<file path="src/rtl/mem_arb_pkg.sv">
// Shared constants for the two-port memory arbiter: state encoding,
// requester port indices and default line/address widths.
package mem_arb_pkg;

    localparam int ADDR_W_DEF = 32;
    localparam int DATA_W_DEF = 256;

    localparam logic [1:0] ST_IDLE   = 2'd0;
    localparam logic [1:0] ST_GRANT0 = 2'd1;
    localparam logic [1:0] ST_GRANT1 = 2'd2;

    localparam logic PORT_I = 1'b0;
    localparam logic PORT_D = 1'b1;

    // Grant state that serves the given port index.
    function automatic logic [1:0] grant_state(input logic idx);
        return (idx == PORT_D) ? ST_GRANT1 : ST_GRANT0;
    endfunction

endpackage

</file>
<file path="src/rtl/arb_grant_sel.sv">
// Combinational winner selection for two requesters.
// Ports: req_i[1:0], last_grant_i -> gnt_valid_o, gnt_idx_o.
// Build option MEM_ARB_RR_EN: round-robin on ties instead of PRIO_PORT.
module arb_grant_sel
    import mem_arb_pkg::*;
#(
    parameter int PRIO_PORT = 1
) (
    input  logic [1:0] req_i,
    input  logic       last_grant_i,
    output logic       gnt_valid_o,
    output logic       gnt_idx_o
);

    logic tie_idx;

`ifdef MEM_ARB_RR_EN
    logic prio_unused;

    // On a tie, serve the port that did not win last time.
    assign tie_idx     = ~last_grant_i;
    assign prio_unused = (PRIO_PORT != 0);
`else
    logic last_grant_unused;

    assign tie_idx           = (PRIO_PORT != 0) ? PORT_D : PORT_I;
    assign last_grant_unused = last_grant_i;
`endif

    always_comb begin
        gnt_valid_o = |req_i;
        gnt_idx_o   = PORT_I;
        case (req_i)
            2'b01:   gnt_idx_o = PORT_I;
            2'b10:   gnt_idx_o = PORT_D;
            2'b11:   gnt_idx_o = tie_idx;
            default: gnt_idx_o = PORT_I;
        endcase
    end

endmodule

</file>
<file path="src/rtl/mem_arbiter.sv">
// Shares one line-wide memory port between the I-cache (port 0) and the
// D-cache (port 1). Grant is held until mem_ack_i; the response is steered
// back to the granted port only. Ports: p0_*/p1_* requester side,
// mem_* memory side, busy_o. Build option MEM_ARB_RR_EN (see arb_grant_sel).
module mem_arbiter
    import mem_arb_pkg::*;
#(
    parameter int ADDR_W    = ADDR_W_DEF,
    parameter int DATA_W    = DATA_W_DEF,
    parameter int PRIO_PORT = 1
) (
    input  logic              clk_i,
    input  logic              rst_i,

    input  logic              p0_enable_i,
    input  logic              p0_write_i,
    input  logic [ADDR_W-1:0] p0_addr_i,
    input  logic [DATA_W-1:0] p0_data_i,
    output logic [DATA_W-1:0] p0_data_o,
    output logic              p0_ack_o,

    input  logic              p1_enable_i,
    input  logic              p1_write_i,
    input  logic [ADDR_W-1:0] p1_addr_i,
    input  logic [DATA_W-1:0] p1_data_i,
    output logic [DATA_W-1:0] p1_data_o,
    output logic              p1_ack_o,

    input  logic [DATA_W-1:0] mem_data_i,
    input  logic              mem_ack_i,
    output logic [DATA_W-1:0] mem_data_o,
    output logic [ADDR_W-1:0] mem_addr_o,
    output logic              mem_enable_o,
    output logic              mem_write_o,
    output logic              busy_o
);

    logic [1:0]        state_q, state_d;
    logic              last_grant_q, last_grant_d;
    logic [ADDR_W-1:0] mem_addr_q, mem_addr_d;
    logic              mem_write_q, mem_write_d;
    logic [DATA_W-1:0] mem_data_q, mem_data_d;
    logic [DATA_W-1:0] p0_data_q, p0_data_d;
    logic [DATA_W-1:0] p1_data_q, p1_data_d;

    logic gnt_valid;
    logic gnt_idx;

    arb_grant_sel #(
        .PRIO_PORT (PRIO_PORT)
    ) u_sel (
        .req_i        ({p1_enable_i, p0_enable_i}),
        .last_grant_i (last_grant_q),
        .gnt_valid_o  (gnt_valid),
        .gnt_idx_o    (gnt_idx)
    );

    always_comb begin
        state_d      = state_q;
        last_grant_d = last_grant_q;
        mem_addr_d   = mem_addr_q;
        mem_write_d  = mem_write_q;
        mem_data_d   = mem_data_q;
        p0_data_d    = p0_data_q;
        p1_data_d    = p1_data_q;
        p0_ack_o     = 1'b0;
        p1_ack_o     = 1'b0;

        case (state_q)
            ST_IDLE: begin
                // mem_ack_i is ignored here: it can only be a stretched
                // ack from a transaction that already completed.
                if (gnt_valid) begin
                    state_d = grant_state(gnt_idx);
                    if (gnt_idx == PORT_D) begin
                        mem_addr_d  = p1_addr_i;
                        mem_write_d = p1_write_i;
                        mem_data_d  = p1_data_i;
                    end else begin
                        mem_addr_d  = p0_addr_i;
                        mem_write_d = p0_write_i;
                        mem_data_d  = p0_data_i;
                    end
                end
            end
            ST_GRANT0: begin
                if (mem_ack_i) begin
                    p0_ack_o     = 1'b1;
                    state_d      = ST_IDLE;
                    last_grant_d = PORT_I;
                    mem_write_d  = 1'b0;
                    if (!mem_write_q) begin
                        p0_data_d = mem_data_i;
                    end
                end
            end
            ST_GRANT1: begin
                if (mem_ack_i) begin
                    p1_ack_o     = 1'b1;
                    state_d      = ST_IDLE;
                    last_grant_d = PORT_D;
                    mem_write_d  = 1'b0;
                    if (!mem_write_q) begin
                        p1_data_d = mem_data_i;
                    end
                end
            end
            default: begin
                state_d = ST_IDLE;
            end
        endcase
    end

    always_ff @(posedge clk_i) begin
        if (rst_i) begin
            state_q      <= ST_IDLE;
            last_grant_q <= PORT_I;
            mem_addr_q   <= '0;
            mem_write_q  <= 1'b0;
            mem_data_q   <= '0;
            p0_data_q    <= '0;
            p1_data_q    <= '0;
        end else begin
            state_q      <= state_d;
            last_grant_q <= last_grant_d;
            mem_addr_q   <= mem_addr_d;
            mem_write_q  <= mem_write_d;
            mem_data_q   <= mem_data_d;
            p0_data_q    <= p0_data_d;
            p1_data_q    <= p1_data_d;
        end
    end

    // Read data is passed through in the ack cycle and held afterwards.
    assign p0_data_o = p0_ack_o ? mem_data_i : p0_data_q;
    assign p1_data_o = p1_ack_o ? mem_data_i : p1_data_q;

    assign busy_o       = (state_q == ST_GRANT0) || (state_q == ST_GRANT1);
    assign mem_enable_o = busy_o;
    assign mem_addr_o   = mem_addr_q;
    assign mem_write_o  = mem_write_q;
    assign mem_data_o   = mem_data_q;

endmodule

</file>
<file path="config.mk">
export PLATFORM = sky130hd
export DESIGN_NAME = mem_arbiter
export DESIGN_NICKNAME = d
export VERILOG_FILES = /design/src/rtl/mem_arb_pkg.sv /design/src/rtl/arb_grant_sel.sv /design/src/rtl/mem_arbiter.sv
export SDC_FILE = /design/constraint.sdc
export NUM_CORES = 2
export LEC_CHECK = 0
export CELL_PAD_IN_SITES_DETAIL_PLACEMENT = 0
export CELL_PAD_IN_SITES_GLOBAL_PLACEMENT = 1
export CORE_AREA = 2 2 631 633
export DETAILED_ROUTE_END_ITERATION = 7
export DIE_AREA = 0 0 633 635
export PLACE_DENSITY = 0.31
export SLEW_MARGIN = 20
export SYNTH_ARGS = -nofsm -noshare
export SYNTH_HDL_FRONTEND = slang
export SYNTH_SLANG_ARGS = --single-unit
export TNS_END_PERCENT = 100
</file>
<file path="constraint.sdc">
create_clock -name clk_i -period 2 [get_ports clk_i]
set_input_delay 0.2 -clock clk_i [delete_from_list [all_inputs] [get_ports clk_i]]
set_output_delay 0.2 -clock clk_i [all_outputs]
set_load 0.03 [all_outputs]
</file>
==> results by group <==
Final layout
  • Area of the multi-input gates: 19,100 um^2
  • Register area: about 16,000 um^2
  • Syn-to-layout area delta: 94.4%
  • Fin area: slightly above 70,000 um^2
  • Nets: between 7,000 and 8,000
  • # fillers: 44,400
  • Share of layout cells above drive strength 1: 27.4%

Critical path
  • Crit-path max cell delay: between 0.3 and 0.4 ns
  • Buf/Inv on CP: 6
  • Startpoint type of the worst setup path: register
  • Critical path's top delay family: buffers and inverters
  • Critical Path Sink: p1_data_o[207]
  • Crit path cell chain: inv_4 -> ha_4 -> nand2_8 -> buf_12 -> buf_12 -> buf_16 -> buf_16 -> mux2_4 -> buf_6
  • WS Path Type: register to primary output
  • CP startpoint: state_q[0]$_SDFFE_PP0P_
  • Reg2reg setup slack: roughly 0.01 ns
  • Worst path required time: 1.80 ns
  • Worst R2R End: mem_data_o[5]$_SDFFE_PP0P_
  • Critical Path AT: around 2.7 ns
  • CP Capture Type: primary output
  • Crit path depth: 9
  • Crit-path max FO: 7
  • Worst R2R Path Depth: 8
  • Critical R2R Launch: state_q[0]$_SDFFE_PP0P_
  • Slowest-stage cell, CP: dfxtp_4

Place
  • Place WS: -0.552 ns
  • DP Area: 61,700 um^2
  • DPL Wire Length: 235,000 um
  • # port buffers: 1,643
  • Placer Congestion: around 0.83

Route
  • Via-per-instance ratio: approximately 3.3
  • Total number of vias: slightly below 40,000
  • Drt pass-1 iters: 5
  • Starting DRC count in detailed routing: approximately 1,700
  • Wirelength per Cell: 25.1 um
  • WL final: ~290,000 um
  • Final ANT Viol Nets: 0
  • DRC Markers: 0

Job
  • Max-Cap Viols: 0

Power
  • Power per cell area: between 800 and 900 nW/um^2
  • Reg power frac: a little under a third
  • Worst ir drop on vdd: between 700 and 800 uV
  • Pwr Total: about 57 mW
  • Clk pwr share: 38.9%
  • Net Sw Frac: 33.7%
  • Internal: 37.7 mW
  • Power share of the combinational group: 29.3%
  • NetSw: around 19 mW
  • Pleak: between 20 and 30 nW

Clocking
  • Htree depth: 3
  • Worst-Skew Late Latency: 0.83 ns
  • CTS tree: built
  • Clock tree buffer depth: 4
  • CTS sink cnt: 803
  • Root buf cell: clkbuf_16
  • CTS Buf Count: 122
  • Clk slew on worst S/H paths: approximately 0.060 ns

Die
  • Height of the die: between 600 and 700 um
  • Row cnt: between 200 and 250
  • Starting Density: under 10%
  • Ports: around 1,600
  • Die Span X: 633 um
  • Core region area: a little under 400,000 um^2
  • Die area: 402,000 um^2

Logic synthesis
  • Asr flop ratio synth: 0%
  • Post-Syn Area: ~36,000 um^2
  • Seq cells post-synth: between 800 and 900
  • Register area share after synthesis: between 40% and 50%
  • Synth area leader: dfxtp_1
  • Syn Area/Cell: about 9 um^2
  • Most frequent cell after synthesis: nand2_1
  • Ys Warns: 0
  • Synthesized Nets: 4,943
  • Share of the synthesized area in the top cell type: roughly 44%
  • EDFF count, synth: 0
  • Largest cells by area after synthesis: dfxtp_1 (44%), mux2_2 (16%), nand2_1 (11%)
  • Ys flop type: dfxtp_1
  • Synth Instances: between 4,000 and 5,000
  • Netlist cell types: 23
  • Most frequent cells after synthesis: nand2_1 (1,026), dfxtp_1 (803), a21oi_1 (515), mux2_2 (512)

Timing
  • RSZ-0062 raised after global routing: true
  • Final Hold Fails: 0
  • Slew Limit Fails: 0
  • Fin Setup TNS: -422.08 ns
  • Worst Max-Slew Pin Slew: just under 0.8 ns
  • Fmax: 350 MHz
  • Final worst path period need: about 2.9 ns
  • Final setup vio count: 800
  • Post-route setup slack: -0.855 ns
  • Rel. slew slack: 46.2%
  • Final period util: 143%
  • Clock skew: around 0.043 ns

Run status
  • Violated checks: setup timing
  • Outcome: complete, but fails checks

Worst hold path
  • Hold crit path type: input pin to register

GRT
  • Total GRT Usage: 13.8%
  • Initial antenna violation count: 70
  • First-pass GRT wire length: 381,000 um
  • Largest net degree at the start of global routing: between 80 and 90
  • Global route total overflow: 0
  • Vias in the first global route: ~40,000
## worst min-delay path, cell delays in order
cell             delay (ns)
clkdlybuf4s50_1        0.51
nand2_1                0.10
a21oi_1                0.05
## layout make-up
class	instances	share of cell area [%]
Antenna cell	17	0.0604
Timing Repair Buffer	2469	35.0
Multi-Input combinational cell	2937	27.1
Tap cell	5242	9.31
Clock buffer	187	5.12
Inverter	3	0.0231
Clock inverter	31	0.565
Sequential cell	803	22.8
## state kept, by name, indices dropped and copies added, names as in the netlist
name,cells
mem_addr_o,32
mem_data_o,256
mem_write_o,1
p0_data_q,256
p1_data_q,256
state_q,2
## stage by stage
step	hold slack [ns]	util (%)	cells
3_3_place_gp	0.439	15.6	11100
6_report	0.0960	17.8	11700
4_1_cts	0.000278	17.5	11600
3_5_place_dp	0.443	15.6	11100
2_1_floorplan	0.336	-	4100
5_1_grt	0.0441	17.8	11700
## logic make-up (layout without fill, tap and decap cells)
logic type,Yosys count,count (layout),synth area share [%]
simple gates,1324,1324,13.8
flops,803,803,44.4
fa+ha+maj,4,4,0.138
other cells,0,17,0
buf+inv,360,2690,4.61
mux,801,801,23.9
compound gates,808,808,13.2
## timing repair
item                                    4_1_cts  5_1_grt
cloned                                        9       17
pin swaps                                     2        2
hold buffers                                275        0
gates resized for setup                    1023      514
buffers inserted                             25       19
endpoints found under the setup margin      802      939
endpoints found under the hold margin       321        0
## power by group through the flow
stage	logic, mW	registers (mW)	clock network, mW
after floorplan	5.42	19.6	0
after global placement	16.0	18.4	0
after detailed placement	15.9	18.4	0
after CTS	16.7	18.1	23.2
after global routing	17.7	18.2	23.6
final	16.6	18.0	22.1
## placed cells by master (no fill, tap or decap), types with 3 or more instances in the layout
| cell type | instances |
|---|---|
| mux2_4 | 139 |
| nand2b_1 | 3 |
| a21oi_1 | 515 |
| buf_12 | 100 |
| clkbuf_16 | 137 |
| buf_2 | 90 |
| inv_16 | 3 |
| clkbuf_1 | 34 |
| bufinv_16 | 7 |
| a211oi_1 | 289 |
| clkbuf_2 | 24 |
| nor2_1 | 288 |
| clkdlybuf4s50_1 | 1120 |
| dlygate4sd3_1 | 275 |
| buf_6 | 176 |
| clkinv_2 | 17 |
| buf_16 | 19 |
| clkinv_4 | 3 |
| clkdlybuf4s15_2 | 33 |
| mux2_2 | 373 |
| diode_2 | 17 |
| clkbuf_8 | 31 |
| mux2i_1 | 289 |
| nand2_1 | 1024 |
| buf_4 | 569 |
| dlygate4sd2_1 | 22 |
| buf_8 | 26 |
| dfxtp_1 | 801 |
## metal layers
layer / routed length (um) / share of wire (%) / vias to the layer above / global-route usage, %
met3: 18700 / 6.4 / 287 / 3.75
met1: 110000 / 38 / 19000 / 14.7
li1: - / - / 18700 / -
met5: 103 / 0.035 / - / 0
met4: 6310 / 2.2 / 16 / 2.96
met2: 158000 / 54 / 1138 / 26.8
## worst min path at each step
stage / start / to / slack (ns) / cells past startpoint
5_1_grt: p1_data_i[185] / mem_data_o[185]$_SDFFE_PP0P_ / 0.04 / 3
6_report: mem_data_i[31] / p0_data_q[31]$_SDFFE_PP0P_ / 0.1 / 3
3_3_place_gp: p0_data_q[3]$_SDFFE_PP0P_ / p0_data_q[3]$_SDFFE_PP0P_ / 0.44 / 2
3_5_place_dp: p1_data_q[205]$_SDFFE_PP0P_ / p1_data_q[205]$_SDFFE_PP0P_ / 0.44 / 2
4_1_cts: mem_data_i[66] / p0_data_q[66]$_SDFFE_PP0P_ / 0.0003 / 4
2_1_floorplan: mem_data_i[0] / p0_data_q[0]$_SDFFE_PP0P_ / 0.34 / 2
No activity file was read; power rests on OpenSTA's default activity.
